<file path="src/rtl/alu_result_queue.sv">
// ============================================================================
// alu_result_queue : captures ALU unit results one cycle after issue, tags them
// with opcode/flags and buffers them in a FWFT FIFO with issue-side credit.
// Revision: 1.0
// ============================================================================
`default_nettype none

module alu_result_queue #(
    parameter int DEPTH = 4
) (
    input  logic                     clk,
    input  logic                     rst_n,
    input  logic                     iss_valid,
    output logic                     iss_ready,
    input  logic [3:0]               iss_opcode,
    input  logic [9:0]               unit_res,
    output logic                     res_valid,
    input  logic                     res_ready,
    output logic [9:0]               res_data,
    output logic [3:0]               res_opcode,
    output logic                     res_zero,
    output logic                     res_ovf,
    output logic                     res_err,
    output logic [$clog2(DEPTH):0]   count
);

    localparam int AW = $clog2(DEPTH);
    localparam int CW = AW + 1;

    typedef struct packed {
        logic [9:0] data;
        logic [3:0] opcode;
        logic       zero;
        logic       ovf;
        logic       err;
    } entry_t;

    logic          p_valid;
    logic [3:0]    p_opcode;
    logic [AW-1:0] wr_ptr;
    logic [AW-1:0] rd_ptr;
    entry_t        mem [DEPTH];
    entry_t        push_entry;
    entry_t        head;
    logic          accept;
    logic          push;
    logic          pop;
    logic          illegal;
    logic [CW:0]   credit_used;

    // Pending issue is counted as occupied so an accepted issue always has a slot.
    assign credit_used = (CW+1)'(count) + (CW+1)'(p_valid);
    assign iss_ready   = credit_used < (CW+1)'(DEPTH);
    assign res_valid   = (count != '0);
    assign accept      = iss_valid && iss_ready;
    assign push        = p_valid;
    assign pop         = res_valid && res_ready;

    // Units hold stale output for illegal opcodes, so their result is discarded.
    assign illegal = (p_opcode[3:2] == 2'b11);

    always_comb begin
        push_entry        = '0;
        push_entry.data   = illegal ? 10'd0 : unit_res;
        push_entry.opcode = p_opcode;
        push_entry.err    = illegal;
        push_entry.zero   = (push_entry.data == 10'd0);
        push_entry.ovf    = (push_entry.data[9:4] != 6'd0);
    end

    always_ff @(posedge clk or negedge rst_n) begin
        if (!rst_n) begin
            p_valid  <= 1'b0;
            p_opcode <= 4'd0;
        end else begin
            p_valid <= accept;
            if (accept) begin
                p_opcode <= iss_opcode;
            end
        end
    end

    always_ff @(posedge clk or negedge rst_n) begin
        if (!rst_n) begin
            wr_ptr <= '0;
            rd_ptr <= '0;
            count  <= '0;
        end else begin
            if (push) begin
                wr_ptr <= wr_ptr + AW'(1);
            end
            if (pop) begin
                rd_ptr <= rd_ptr + AW'(1);
            end
            case ({push, pop})
                2'b10:   count <= count + CW'(1);
                2'b01:   count <= count - CW'(1);
                default: count <= count;
            endcase
        end
    end

    // Storage is not reset; the output mux hides stale contents.
    always_ff @(posedge clk) begin
        if (push) begin
            mem[wr_ptr] <= push_entry;
        end
    end

    assign head       = mem[rd_ptr];
    assign res_data   = res_valid ? head.data   : 10'd0;
    assign res_opcode = res_valid ? head.opcode : 4'd0;
    assign res_zero   = res_valid ? head.zero   : 1'b0;
    assign res_ovf    = res_valid ? head.ovf    : 1'b0;
    assign res_err    = res_valid ? head.err    : 1'b0;

endmodule

`default_nettype wire

</file>
<file path="config.mk">
export PLATFORM = sky130hd
export DESIGN_NAME = alu_result_queue
export DESIGN_NICKNAME = d
export VERILOG_FILES = /design/src/rtl/alu_result_queue.sv
export SDC_FILE = /design/constraint.sdc
export NUM_CORES = 1
export LEC_CHECK = 0
export CAP_MARGIN = 20
export CORE_ASPECT_RATIO = 1.4
export CORE_MARGIN = 4
export CORE_UTILIZATION = 30
export DETAILED_ROUTE_END_ITERATION = 8
export PLACE_DENSITY = 0.54
export RECOVER_POWER = 50
export SETUP_SLACK_MARGIN = 0.4
export SYNTH_ARGS = -nofsm -noshare
export SYNTH_HDL_FRONTEND = slang
export SYNTH_SLANG_ARGS = --single-unit
export TNS_END_PERCENT = 5
</file>
<file path="constraint.sdc">
create_clock -name clk -period 2.3 [get_ports clk]
set_input_delay 0.345 -clock clk [delete_from_list [all_inputs] [get_ports clk]]
set_output_delay 0.345 -clock clk [all_outputs]
set_load 0.01 [all_outputs]
</file>
==> results of run 1 <==
==> worst max path at each step <==
stage,from,end,slack [ns],depth (start not counted)
floorplan,count[1],count[2],0.39,9
global placement,rd_ptr[0],res_zero,0.17,4
detailed placement,rd_ptr[0],res_zero,0.13,4
CTS,rd_ptr[0],res_zero,0.16,5
global route,rd_ptr[0],res_data[6],0.12,5
finish,rd_ptr[0],res_data[9],0.19,5
==> layout make-up <==
cell class              count  area (µm²)
well taps                 141         176
clock buffers              11         233
clock inverters             5        71.3
multi-input cells          81         911
flip-flops and latches     80        2340
fillers                  1020        6510
repair buffers             61         536
inverters                   8        30.0
==> repair_timing <==
item	in CTS	in global routing
cloned	1	0
endpoints found under the setup margin	21	21
endpoints found under the hold margin	0	0
pin swaps	5	2
resized for setup	88	13
setup buffers	13	0
==> layer usage <==
layer,wire [µm],up-vias
met4,119,0
li1,-,796
met3,220,8
met5,0,-
met1,2590,896
met2,3800,32
==> metrics by stage <==
step                      hold slack (ns)  setup slack, ns  std cells
after floorplan                    0.0494            0.386        176
after global placement              0.490            0.169        357
after detailed placement            0.502            0.125        357
after CTS                           0.409            0.160        387
after global routing                0.504            0.119        387
final                               0.461            0.188        387
==> cells by family after synthesis <==
family,synth area share (%)
simple gates,7.44
compound gates,0.831
fa+ha+maj,2.49
flops,70.7
buf+inv,2.68
mux,14.2
xor+xnor,1.59
==> sequential cells by signal, indices dropped and copies added (netlist names) <==
name and flops:
wr_ptr 2, p_opcode 4, count 3, rd_ptr 2, p_valid 1, mem 68
==> report_power, final <==
group / switching, mW / internal, mW
Sequential: 0.203 / 2.02
Clock: 0.503 / 0.939
Combinational: 0.979 / 1.32
Total: 1.69 / 4.28
==> worst max-delay path, stage by stage (launching register included) <==
cell and delay [ns]:
dfrtp_1 0.41, buf_6 0.15, buf_4 0.11, mux4_2 0.48
and2_1 0.17, buf_2 0.13
==> placed cells by master, fill, tap and decap left out, types with 4 or more instances in the layout <==
master | netlist | layout
and2_0 | 0 | 11
and2_1 | 31 | 7
and2_4 | 1 | 14
buf_2 | 4 | 10
buf_4 | 0 | 14
buf_6 | 1 | 12
clkbuf_16 | 0 | 9
clkdlybuf4s50_1 | 0 | 20
dfrtp_1 | 12 | 10
edfxtp_1 | 68 | 68
ha_1 | 5 | 4
inv_1 | 8 | 7
mux2_2 | 4 | 4
mux4_2 | 8 | 16
nor2_1 | 4 | 4
xor2_1 | 4 | 4
==> run metrics, run 1 <==
worst hold path class=in2async; gr busiest metal=met2; Core ar.=10800 µm²; width of the die=96.8 µm; DRT iter0 DRCs=82; power density over cell area=1390 nW/µm²; WP data arrival=1.77 ns; Synth top area share=61.7%; Final Power=5.96 mW; Final Hold Fails=0; Top FF cell, synth=edfxtp_1; VDD IR max=0.481 mV; reg2reg start=count[0]; number of synthesized flops with an enable pin=68; Critical Path RT=1.96 ns; register-to-register setup slack=0.31 ns; Netlist cell types=25; MaxCap Viol Count=0; Synth async-reset ratio=15.0%; met2 GRT Util=21.0%; Area after DPL=3910 µm²; TritonRoute pass-1 iters=4; met1 usage=12.2%; DR vias/cell=4.48; GRT overflow=0; Clock Skew=0.00398 ns; Clock Tree Root=clkbuf_16; DR DRC count=0; Mapped Area=3310 µm²; Least-Margin Pin Slew=1.08 ns; CTS sink count=80; setup TNS=0 ns; cell taking the most area after synthesis=edfxtp_1; Setup crit end kind=output port; Post-Syn Nets=200; Tmin final=2.11 ns; post-layout util=39.8%; Setup Viol. Count Final=0; clk_lat worst skew=0.32 ns; Max clock buf depth=2; hold_buf cts=0; detailed-route via count=1732; WL per Instance=17.4 µm; fin crit share=91.8%; HPWL after DPL=4210 µm; Ant. Diodes=0; largest net degree at the start of global routing=18; port bufs=39; Synth area leaders=edfxtp_1 62%, dfrtp_1 9.1%, mux4_1 7.1%; initial antenna violation count=0; RR Endpoint=count[2]; Seq/Total Area, Yosys=70.7%; vias in the first global route=1960; Global Route Usage Sum=11.3%; Post-synth top cells=68 x edfxtp_1, 31 x and2_1, 12 x dfrtp_1; initial core utilization=30.6%; unrepaired setup endpoints after global routing=yes; routability cong.=0.662; DIE HEIGHT=132 µm; Syn Inst Count=176; Design Area, Final=4300 µm²; CTS H-tree depth=3; TritonCTS Buffers=9; Syn. warnings=0; share of cells above drive strength 1=36.6%; area grow syn2layout=29.9%; row count=45; GR Layer Usage met3=2.65%; Max Freq=0.473 GHz; count leader, synth=edfxtp_1; Total Wirelength=6730 µm; final antenna-violating net count=0; Leak=1.57 nW; CTS tree=built; Layout Nets=265; fin. max-slew vios=0; critical path peak fanout=5; syn_area_per_cell=18.8 µm²; IO Count=40; Crit Path Class=reg2out; status=finished clean; worst-case reg-to-reg path depth=8; Die Area=12800 µm²; global-route wire length before repair=10900 µm; #FFs+latches synth=80; max_slew headroom=28.3%; crit path launch type=flip-flop; CTS clock-pin slew for the worst setup and hold paths=0.06 ns
Note: power is estimated with default switching activity, not from simulation.
==> inputs of run 2 (changes only) <==
- DONT_BUFFER_PORTS: default -> 1
- PLACE_DENSITY: 0.54 -> 0.5
==> run metrics, run 2 (same netlist as run 1, synthesis figures left out) <==
MaxCap Viol Count=0 (unchanged); max reg flops=68 (unchanged); Final Hold Fails=0 (unchanged); row count=45 (unchanged); DR DRC count=0 (unchanged); crit path launch type=flip-flop; CTS H-tree depth=3 (unchanged); port bufs=0 (-100%); slowest CP cell=mux4_2; Layout Nets=219 (-17%); DRT iter0 DRCs=54 (-34%); reg2reg start=count[2]; clk_lat worst skew=0.33 ns (about the same); CTS tree=built; Total Wirelength=6550 µm (-2.6%); HPWL after DPL=4510 µm (+7.1%); area grow syn2layout=18.7%; vias in the first global route=1721 (-12%); Seq pwr share=41.7% (+4.4 points); NetSw=1.60 mW (-4.9%); Clock Skew=0.00624 ns (+0.00225 ns); register-to-register setup slack=0.43 ns (+0.12 ns); Area after DPL=3550 µm² (-9.1%); fillers=1037 (+1.7%); initial core utilization=30.6% (unchanged); Setup crit end kind=output port; Clock Tree Root=clkbuf_16; max_slew headroom=56.4% (+28 points); Comb power frac=32.5% (-6.0 points); Largest regs=mem x68, p_opcode x4, count x3; Max clock buf depth=2 (unchanged); TritonCTS Buffers=9 (unchanged); CTS sink count=80 (unchanged); largest net degree at the start of global routing=20 (+2); status=finished clean; Leak=1.39 nW (-11%); routability cong.=0.674 (+1.8%); fin. max-slew vios=0 (unchanged); hold_sp=iss_opcode[2]; power density over cell area=1360 nW/µm² (-2.1%); DR vias/cell=4.55 (+1.6%); initial antenna violation count=0 (unchanged); WP data arrival=1.69 ns (-0.08 ns); Die Area=12800 µm² (unchanged); setup TNS=0 ns (unchanged); Core ar.=10800 µm² (unchanged); IO Count=40 (unchanged); clock power share=25.9% (+1.7 points); Biggest register=mem; Ant. Diodes=0 (unchanged); DIE HEIGHT=132 µm (unchanged); worst hold path class=in2reg; Hold Path Cell Cnt=1; VDD IR max=0.683 mV (+42%); detailed-route via count=1551 (-10%); unrepaired setup endpoints after global routing=yes; TritonRoute pass-1 iters=4 (unchanged); commonest cells after routing, fill and taps aside=68 x edfxtp_1, 13 x and2_0, 12 x and2_1, 10 x dfrtp_1, 10 x buf_4; GRT overflow=0 (unchanged); fin crit share=88.4% (-3.5 points); global-route wire length before repair=10000 µm (-8.1%); WL per Instance=19.2 µm (+11%); final antenna-violating net count=0 (unchanged); Endpoint, Worst Hold=p_opcode[2]; worst-case reg-to-reg path depth=8 (unchanged); RR Endpoint=count[2]; width of the die=96.8 µm (unchanged); most common cell after layout, fill and taps aside=edfxtp_1; share of cells above drive strength 1=26.5% (-10 points); slowest stage delay, CP=0.51 ns (+0.03 ns); Tmin final=2.03 ns (-0.0797 ns); Setup Viol. Count Final=0 (unchanged); Global Route Usage Sum=10.8% (-0.53 points); critical path peak fanout=5 (unchanged); Critical Path RT=1.96 ns (about the same); Design Area, Final=3930 µm² (-8.6%); CP Cell Sequence=buf_12, buf_16, mux4_2, and2_4; Int Pwr=3.73 mW (-13%); Sw Ratio=30.1% (+1.8 points); CTS clock-pin slew for the worst setup and hold paths=0.06 ns (about the same); Max Freq=0.492 GHz (+3.9%); Least-Margin Pin Slew=0.652 ns (-0.423 ns); Crit Path Class=reg2out
run 2: cell types whose count changed in the layout (fill, tap and decap cells not counted), moves of 2 or more:
cell / delta
and2_0: +2
and2_1: +5
and2_4: -7
buf_12: +3
buf_2: -10
buf_4: -4
buf_6: -11
clkdlybuf4s15_2: -2
clkdlybuf4s50_1: -20
clkinv_1: -2
mux4_1: +7
mux4_2: -7
run 2: timing repair:
item / in CTS / in global routing
endpoints found under the setup margin: 17 / 18
hold buffers: 1 / 0
endpoints found under the hold margin: 12 / 0
setup buffers: 2 / 0
resized for setup: 11 / 3
cloned: 1 / 0
run 2: per-stage QoR:
step | power, mW | cells | hold WS (ns) | worst slack (ns) | util [%]
global placement | 3.78 | 321 | 0.0498 | 0.455 | 32.9
finish | 5.33 | 341 | 0.160 | 0.267 | 36.4
floorplan | 3.41 | 176 | 0.0494 | 0.386 | -
global route | 5.63 | 341 | 0.146 | 0.209 | 36.4
CTS | 5.42 | 341 | 0.144 | 0.231 | 36.4
detailed placement | 3.82 | 321 | 0.0497 | 0.433 | 32.9
run 2: final cells by class:
class                   count  area, µm²  share of cell area (%)
flip-flops and latches     80       2340                    59.6
multi-input cells          80        907                    23.1
clock buffers              11        233                    5.92
repair buffers             16        184                    4.68
well taps                 141        176                    4.49
clock inverters             5       56.3                    1.43
inverters                   8       30.0                   0.764
run 2: worst max-delay path by stage:
stage,startpoint,end,slack [ns],cells after the start
2_1_floorplan,count[1],count[2],0.39,9
5_1_grt,rd_ptr[0],res_data[8],0.21,3
4_1_cts,rd_ptr[0],res_data[2],0.23,4
3_5_place_dp,count[2],count[2],0.43,8
3_3_place_gp,count[1],count[2],0.45,8
6_report,rd_ptr[0],res_data[2],0.27,4
run 2: layer usage:
metal / global-route usage, % / share of wire, % / up-vias
met5: 0 / 0 / -
met4: 4.92 / 1.8 / 0
met3: 4.45 / 5.4 / 6
met2: 20.1 / 56 / 29
met1: 10.1 / 37 / 810
li1: - / - / 706
run 2: power by group through the flow:
stage	clock [mW]	combinational [mW]	sequential, mW
after floorplan	0	1.26	2.16
after global placement	0	1.56	2.23
after detailed placement	0	1.58	2.24
after CTS	1.41	1.77	2.23
after global routing	1.48	1.90	2.26
final	1.38	1.73	2.22
run 2: critical path: cells and delay by family, from the launching register on:
family / cells / cell delay (ns)
buffers and inverters: 2 / 0.23
AND/OR/NAND/NOR: 1 / 0.19
flip-flops: 1 / 0.42
multiplexers: 1 / 0.51
